**src/rtl/hazard_ctrl.sv**
```systemverilog
// Pipeline hazard controller: load-use bubbles, branch flush sequencing, data-memory
// freeze with a timeout watchdog, and saturating performance counters.
module hazard_ctrl #(
    parameter int MEM_TIMEOUT = 16,
    parameter int CNT_W       = 16
) (
    input  logic             clk,
    input  logic             rst_n,
    input  logic [31:0]      Instruc_IFID,
    input  logic [4:0]       rd_IDEX,
    input  logic             memRead_IDEX,
    input  logic             flush_IF,
    input  logic             dmem_req,
    input  logic             dmem_ready,
    input  logic             clear_err,
    input  logic             perf_clr,
    output logic             PCWrite,
    output logic             IFIDWrite,
    output logic             control_mux_sel,
    output logic             flush_IFID,
    output logic             stall_pipe,
    output logic             mem_err,
    output logic [CNT_W-1:0] bubble_cnt,
    output logic [CNT_W-1:0] flush_cnt,
    output logic [CNT_W-1:0] stall_cnt
);
    localparam int WC_W = $clog2(MEM_TIMEOUT + 1);

    localparam logic [6:0] OP_LUI   = 7'b0110111;
    localparam logic [6:0] OP_AUIPC = 7'b0010111;
    localparam logic [6:0] OP_JAL   = 7'b1101111;
    localparam logic [6:0] OP_R     = 7'b0110011;
    localparam logic [6:0] OP_S     = 7'b0100011;
    localparam logic [6:0] OP_B     = 7'b1100011;

    typedef enum logic [1:0] {
        ST_RUN      = 2'd0,
        ST_MEM_WAIT = 2'd1,
        ST_MEM_ERR  = 2'd2
    } state_t;

    state_t          state_q, state_d;
    logic [WC_W-1:0] wcnt_q, wcnt_d;
    logic            mem_err_q;
    logic [CNT_W-1:0] bubble_cnt_q, flush_cnt_q, stall_cnt_q;

    logic [6:0] opcode;
    logic [4:0] rs1, rs2;
    logic       use_rs1, use_rs2;
    logic       lu_hz, mem_stall;
    logic       unused_instr;

    assign opcode = Instruc_IFID[6:0];
    assign rs1    = Instruc_IFID[19:15];
    assign rs2    = Instruc_IFID[24:20];
    assign unused_instr = ^{Instruc_IFID[31:25], Instruc_IFID[14:7]};

    assign use_rs1 = !(opcode == OP_LUI || opcode == OP_AUIPC || opcode == OP_JAL);
    assign use_rs2 = (opcode == OP_R || opcode == OP_S || opcode == OP_B);

    assign lu_hz = memRead_IDEX && (rd_IDEX != 5'd0) &&
                   ((use_rs1 && rd_IDEX == rs1) || (use_rs2 && rd_IDEX == rs2));

    // A latched error keeps the whole pipeline frozen until software clears it.
    assign mem_stall = (state_q == ST_MEM_ERR) || (dmem_req && !dmem_ready);

    assign stall_pipe      = mem_stall;
    assign PCWrite         = !(mem_stall || lu_hz);
    assign IFIDWrite       = !(mem_stall || lu_hz);
    assign control_mux_sel = lu_hz && !mem_stall;
    assign flush_IFID      = flush_IF && !lu_hz && !mem_stall;

    assign mem_err    = mem_err_q;
    assign bubble_cnt = bubble_cnt_q;
    assign flush_cnt  = flush_cnt_q;
    assign stall_cnt  = stall_cnt_q;

    always_comb begin
        state_d = state_q;
        wcnt_d  = wcnt_q;
        case (state_q)
            ST_RUN: begin
                if (dmem_req && !dmem_ready) begin
                    state_d = ST_MEM_WAIT;
                    wcnt_d  = WC_W'(1);
                end
            end
            ST_MEM_WAIT: begin
                // Ready arriving in the final tolerated cycle still wins over the timeout.
                if (dmem_ready) begin
                    state_d = ST_RUN;
                    wcnt_d  = '0;
                end else if (wcnt_q == WC_W'(MEM_TIMEOUT)) begin
                    state_d = ST_MEM_ERR;
                end else begin
                    wcnt_d = wcnt_q + 1'b1;
                end
            end
            ST_MEM_ERR: begin
                if (clear_err) begin
                    state_d = ST_RUN;
                    wcnt_d  = '0;
                end
            end
            default: begin
                state_d = ST_RUN;
                wcnt_d  = '0;
            end
        endcase
    end

    function automatic logic [CNT_W-1:0] cnt_next(input logic [CNT_W-1:0] cnt,
                                                  input logic inc, input logic clr);
        if (clr)
            return '0;
        else if (inc && !(&cnt))
            return cnt + 1'b1;
        else
            return cnt;
    endfunction

    always_ff @(posedge clk or negedge rst_n) begin
        if (!rst_n) begin
            state_q      <= ST_RUN;
            wcnt_q       <= '0;
            mem_err_q    <= 1'b0;
            bubble_cnt_q <= '0;
            flush_cnt_q  <= '0;
            stall_cnt_q  <= '0;
        end else begin
            state_q      <= state_d;
            wcnt_q       <= wcnt_d;
            mem_err_q    <= (state_d == ST_MEM_ERR);
            bubble_cnt_q <= cnt_next(bubble_cnt_q, control_mux_sel, perf_clr);
            flush_cnt_q  <= cnt_next(flush_cnt_q, flush_IFID, perf_clr);
            stall_cnt_q  <= cnt_next(stall_cnt_q, stall_pipe, perf_clr);
        end
    end
endmodule

```
**config.mk**
```make
export PLATFORM = sky130hd
export DESIGN_NAME = hazard_ctrl
export DESIGN_NICKNAME = d
export VERILOG_FILES = /design/src/rtl/hazard_ctrl.sv
export SDC_FILE = /design/constraint.sdc
export NUM_CORES = 1
export LEC_CHECK = 0
export CORE_MARGIN = 1
export CORE_UTILIZATION = 43
export DETAILED_ROUTE_END_ITERATION = 7
export PLACE_DENSITY = 0.78
export SYNTH_ARGS = -nofsm -noshare
export SYNTH_HDL_FRONTEND = slang
export SYNTH_SLANG_ARGS = --single-unit
```
**constraint.sdc**
```tcl
create_clock -name clk -period 2.3 [get_ports clk]
set_input_delay 0.345 -clock clk [delete_from_list [all_inputs] [get_ports clk]]
set_output_delay 0.345 -clock clk [all_outputs]
set_load 0.02 [all_outputs]
```
==> metrics.yaml, run 1 <==
sta:
  setup-violations-final: 0
  rsz0062_at_grt: "yes"
  relSlewSlack_pct: 56.6
  hold_viol_final: 0
  tns_ns: 0
  fin_worst_skew_ns: 0.00751
  fmaxAchievable_mhz: 438
  final.setup.worst_slack_ns: 0.0164
  slew_viol_final: 0
  post-route-period-util_pct: 99.3
  period_needed_ns: 2.28
  worst_pin_slew_ns: 0.651
logic_synthesis:
  synth_top_flop_cell: "dfrtp_1"
  synthArstFlopShare_pct: 100
  ys.warnings.count: 0
  yosysSeqAreaShare_pct: 42.3
  synth_area_sq_um: 3310
  yosysUniqueCellTypes: 49
  ys_ff_latch: 56
  syn_area_per_cell_sq_um: 8.92
  synthCells: 371
  synth-edff-count: 0
  synth_nets: 421
layout:
  fillCellCount: 557
  fin_cells: 592
  drive_above_1_share_pct: 20.3
  final_util_pct: 66.4
  nets: 542
  n_antenna_cell: 0
  area_growth_syn_to_layout_pct: 47.0
clock_tree:
  cts.sinks: 56
  cts_buffers: 5
  clk_pin_slew_ns: 0.10
  clock_latency_ns: 0.31
  postCtsHoldBufs: 0
  cts_tree: "done"
  htreeDepth: 2
  clk_path_buf_depth: 2
  clock-root-buffer: "clkbuf_8"
power_and_ir_drop:
  swShare_pct: 25.7
  power_frac_comb_pct: 15.1
  power_mw: 1.85
  power_density_nw_per_um2: 381
  p_switching_mw: 0.476
  leakage_nw: 2.02
  peakVddDrop_mv: 0.343
  p_int_mw: 1.38
  clockPowerShare_pct: 30.4
  pwr-share-seq_pct: 54.5
floorplan:
  core_area_sq_um: 7330
  placementRows: 31
  io_pins: 99
  initial_core_util_pct: 45.2
  die_w_um: 89.7
  die_h_um: 89.7
  die_area_sq_um: 8050
placement:
  routabilityCongestion: 0.899
  dpl.hpwl_um: 6490
  place_inst: 577
  port_buffers: 83
  pre_cts_ws_ns: -0.747
drt:
  drtPass1Iterations: 4
  antenna_left: 0
  drt_iter0_markers: 259
  via_per_inst: 5.73
  vias: 3392
  wirelength_um: 9410
  detail_route.wl_per_cell_um: 15.9
  drc: 0
run:
  cap_violations: 0
grt:
  grt_max_degree: 39
  first_global_vias: 3323
  overflow: 0
  grt_pass1_wl_um: 15900
  antenna_found_initial: 0
  grt_usage_pct: 23.8
worst_setup_path:
  critPathLaunchType: "input pin"
  arrival_ns: 2.50
  cp_data_required_time_ns: 2.52
  critPathKind: "input pin to flop"
  crit_path_end_kind: "flop"
  crit_fanout: 7
status:
  outcome: "finished clean"
min_path:
  hp-class: "input pin to async pin"
-- sequential cells by signal, summed over array words and instances (netlist names) --
register,flops
bubble_cnt,16
flush_cnt,16
stall_cnt,16
wcnt_q,5
state_q,2
mem_err,1
-- power by group through the flow --
stage | clock network (mW) | registers, mW | logic, mW
2_1_floorplan | 0 | 1.03 | 0.104
3_3_place_gp | 0 | 1.03 | 0.260
3_5_place_dp | 0 | 1.03 | 0.267
4_1_cts | 0.572 | 1.01 | 0.273
5_1_grt | 0.607 | 1.01 | 0.304
6_report | 0.564 | 1.01 | 0.279
-- synth_stat cells, types with 2 or more instances --
cell | number | share of area [%]
o2bb2ai_1 | 2 | 0.53
or4_1 | 7 | 1.6
nand3_1 | 26 | 3.9
or3_1 | 5 | 0.94
buf_2 | 2 | 0.30
and4_1 | 6 | 1.6
and2_1 | 3 | 0.57
or4b_1 | 3 | 0.91
o41ai_1 | 5 | 1.3
and3_1 | 12 | 2.3
nor2_1 | 41 | 4.6
o21ai_0 | 12 | 1.8
a21oi_1 | 18 | 2.7
a2111oi_0 | 2 | 0.53
clkbuf_1 | 15 | 1.7
nand4b_1 | 3 | 0.79
xor2_1 | 10 | 2.6
nor3_1 | 8 | 1.2
a31o_2 | 3 | 0.79
inv_1 | 9 | 1.0
o211ai_1 | 2 | 0.45
nand2_1 | 29 | 3.3
nand4_1 | 14 | 2.6
o31ai_1 | 7 | 1.6
mux2_2 | 10 | 3.4
dfrtp_1 | 56 | 42
nand2b_1 | 2 | 0.38
nor4b_1 | 2 | 0.53
nor4_1 | 11 | 2.1
ha_1 | 5 | 1.9
xnor2_1 | 13 | 3.4
nor2b_1 | 11 | 2.1
-- worst paths after layout --
path | startpoint | to | slack [ns] | cells after the start
max in group asynchronous | rst_n | flush_cnt[9] | 1.65 | 2
min | rst_n | bubble_cnt[5] | 0.05 | 1
max | rd_IDEX[3] | flush_cnt[15] | 0.02 | 8
max reg2reg | state_q[0] | flush_cnt[15] | 0.19 | 6
min reg2reg | wcnt_q[4] | wcnt_q[4] | 0.53 | 2
min in group clk | perf_clr | bubble_cnt[14] | 0.46 | 2
-- what timing repair did --
item | 4_1_cts | 5_1_grt
setup buffers | 2 | 3
gates resized for setup | 60 | 8
pin swaps | 14 | 9
cloned | 2 | 0
endpoints found under the hold margin | 0 | 0
endpoints found under the setup margin | 29 | 18
-- stage by stage --
step                      hold slack, ns  area [sq um]
after detailed placement           0.402          4560
after global placement             0.400          4560
after CTS                         0.0678          4810
after floorplan                   0.0494          3350
after global routing              0.0906          4870
final                             0.0518          4870
-- worst max-delay path, stage by stage --
cell and delay [ns]:
buf_6 0.09, or4_4 0.54, o21ai_4 0.21, nor4_4 0.08, or2_4 0.31, buf_6 0.15, or4_4 0.52, a221oi_2 0.27
-- placed cells by master, fill, tap and decap left out, drive strengths merged, types with 13 or more instances in the layout --
master | netlist | layout
buf | 4 | 57
nand2 | 29 | 29
o21ai | 14 | 14
nand4 | 14 | 14
clkdlybuf4s50 | 0 | 68
xnor2 | 13 | 13
nor2 | 41 | 41
a21oi | 18 | 18
dfrtp | 56 | 56
nand3 | 26 | 26
-- cells by family (layout without fill, tap and decap cells) --
logic type	after synthesis	in the layout	share of synthesized area [%]
multiplexers	10	10	3.40
buffers and inverters	28	150	3.36
XOR/XNOR	23	23	6.08
AND/OR/NAND/NOR	187	187	30.3
flip-flops	56	56	42.3
AO/OA/AOI/OAI	62	62	12.6
adder cells (fa/ha/maj)	5	5	1.89
-- per-layer routing --
layer	vias to the layer above	wire length, um	GRT usage (%)
li1	1604	-	-
met1	1642	4020	30.9
met2	122	4720	40.1
met3	24	455	4.31
met4	0	214	7.51
met5	-	0	0
-- layout make-up --
cell class,instances,area (sq um),area share (%)
multi-input combinational,287,1950,40.1
sequential,56,1400,28.8
timing repair buffer,133,1270,26.0
tap,99,124,2.54
clock buffer,8,90.1,1.85
inverter,9,33.8,0.694
(Power assumes the default switching activity.)
==> inputs of run 2 (changes only) <==
--- a/config.mk
+++ b/config.mk
@@ -5,7 +5,7 @@
 export SDC_FILE = /design/constraint.sdc
 export NUM_CORES = 1
 export LEC_CHECK = 0
-export CORE_MARGIN = 1
+export CORE_MARGIN = 10
 export CORE_UTILIZATION = 43
 export DETAILED_ROUTE_END_ITERATION = 7
 export PLACE_DENSITY = 0.78
==> run 2 against run 1 <==
Net effect:
- sequential share of layout area grew 0.68 points
- utilization shrank 1.9 points
- final cell count shrank 1.0%
- critical path depth is the same
- combinational power shrank 2%
- clock power grew 4.1%
- count of clock-buffer cells in the layout shrank 1
- critical path type unchanged
- largest cell class unchanged
==> metrics.yaml, run 2 (synthesis gave the netlist of run 1 again) <==
grt:
  first_global_vias: 3217
  grt_usage_pct: 16.2
  overflow: 0
  grt_max_degree: 28
  grt_pass1_wl_um: 15700
  antenna_found_initial: 0
worst_setup_path:
  cp_data_required_time_ns: 2.51
  cp-endpoint: "flush_cnt[4]"
  ff2ff_setup_slack_ns: 0.14
  startpoint: "rd_IDEX[4]"
  reg2reg_depth: 6
  arrival_ns: 2.48
  crit_fanout: 6
  crit_path_end_kind: "flop"
  critPathLaunchType: "input pin"
  r2r-start: "flush_cnt[1]"
  critPathKind: "input pin to flop"
  timing.rr.end: "flush_cnt[4]"
floorplan:
  die_w_um: 108
  placementRows: 31
  io_pins: 99
  initial_core_util_pct: 44.9
  die_h_um: 108
  die_area_sq_um: 11600
  core_area_sq_um: 7370
placement:
  port_buffers: 83
  routabilityCongestion: 0.898
  pre_cts_ws_ns: -0.768
  dpl.hpwl_um: 7120
clock_tree:
  clk_path_buf_depth: 2
  clock-root-buffer: "clkbuf_8"
  cts_tree: "done"
  htreeDepth: 2
  postCtsHoldBufs: 0
  cts_buffers: 5
  clock_latency_ns: 0.31
  cts.sinks: 56
  clk_pin_slew_ns: 0.10
layout:
  layout_commonest_cell: "clkdlybuf4s50_1"
  n_antenna_cell: 0
  final_util_pct: 64.5
  most-common-layout-cells: "69 x clkdlybuf4s50_1, 56 x dfrtp_1, 42 x buf_4, 39 x nor2_1, 29 x nand2_1"
  area_growth_syn_to_layout_pct: 43.6
  nets: 537
  drive_above_1_share_pct: 19.9
drt:
  via_per_inst: 5.70
  vias: 3340
  antenna_left: 0
  wirelength_um: 9720
  drc: 0
  drt_iter0_markers: 207
  detail_route.wl_per_cell_um: 16.6
  drtPass1Iterations: 5
power_and_ir_drop:
  leakage_nw: 1.97
  power_density_nw_per_um2: 393
  peakVddDrop_mv: 0.342
sta:
  post-route-period-util_pct: 99.1
  worst_pin_slew_ns: 0.584
  relSlewSlack_pct: 61.1
  fin_worst_skew_ns: 0.00991
  hold_viol_final: 0
  setup-violations-final: 0
  fmaxAchievable_mhz: 439
  final.setup.worst_slack_ns: 0.0212
  slew_viol_final: 0
  period_needed_ns: 2.28
min_path:
  hp-class: "input pin to async pin"
status:
  outcome: "finished clean"
run:
  cap_violations: 0
-- run 2: changes by cell type in the layout (fill, tap and decap cells not counted), sizes merged --
cell,change
clkdlybuf4s50,+1
bufbuf,-2
clkbuf,+1
buf,-5
dlymetal6s2s,+2
dlygate4sd2,-3
-- run 2: layer usage --
layer	wire, um	global-route usage (%)	share of wire (%)	vias up
li1	-	-	-	1596
met1	4060	19.7	42	1641
met2	4980	27.7	51	93
met3	556	3.59	5.7	10
met4	119	5.06	1.2	0
met5	0	0	0	-
-- run 2: how the worst min path moves through the flow --
| stage | to | slack [ns] | cells after the start |
|---|---|---|---|
| 2_1_floorplan | bubble_cnt[0] | 0.05 | 0 |
| 3_3_place_gp | flush_cnt[2] | 0.38 | 1 |
| 3_5_place_dp | flush_cnt[2] | 0.38 | 1 |
| 4_1_cts | flush_cnt[2] | 0.03 | 1 |
| 5_1_grt | bubble_cnt[10] | 0.05 | 1 |
| 6_report | flush_cnt[2] | 0.02 | 1 |
-- run 2: per-stage QoR --
step                      hold slack [ns]  instances  setup TNS, ns  area, sq um  power, mW
after floorplan                    0.0494        371        -0.0280         3350       1.14
after global placement              0.383        574         -14.30         4510       1.29
after detailed placement            0.378        574         -15.71         4510       1.29
after CTS                          0.0332        584              0         4660       1.88
after global routing               0.0484        586       -0.00173         4750       1.96
final                              0.0192        586              0         4750       1.87
-- run 2: cell type report --
| cell class | count | area (sq um) |
|---|---|---|
| clock buffers | 7 | 96.3 |
| fillers | 604 | 2620 |
| inverters | 9 | 33.8 |
| repair buffers | 128 | 1160 |
| multi-input cells | 287 | 1940 |
| flip-flops and latches | 56 | 1400 |
| well taps | 99 | 124 |
-- run 2: repair_timing --
item	4_1_cts	5_1_grt
pin swaps	7	9
gates cloned	1	0
setup buffers	2	2
resized for setup	39	26
endpoints found under the setup margin	24	22
-- run 2: power breakdown --
group,internal [mW],switching (mW),total (mW)
Combinational,0.132,0.143,0.274
Sequential,0.995,0.0139,1.01
Clock,0.269,0.317,0.587
Total,1.40,0.474,1.87
-- run 2: critical path, stage by stage --
cell	delay, ns
buf_6	0.09
or4_4	0.53
o21ai_4	0.21
nor4_4	0.08
or2_4	0.31
buf_4	0.17
nor4_1	0.36
mux2_2	0.38
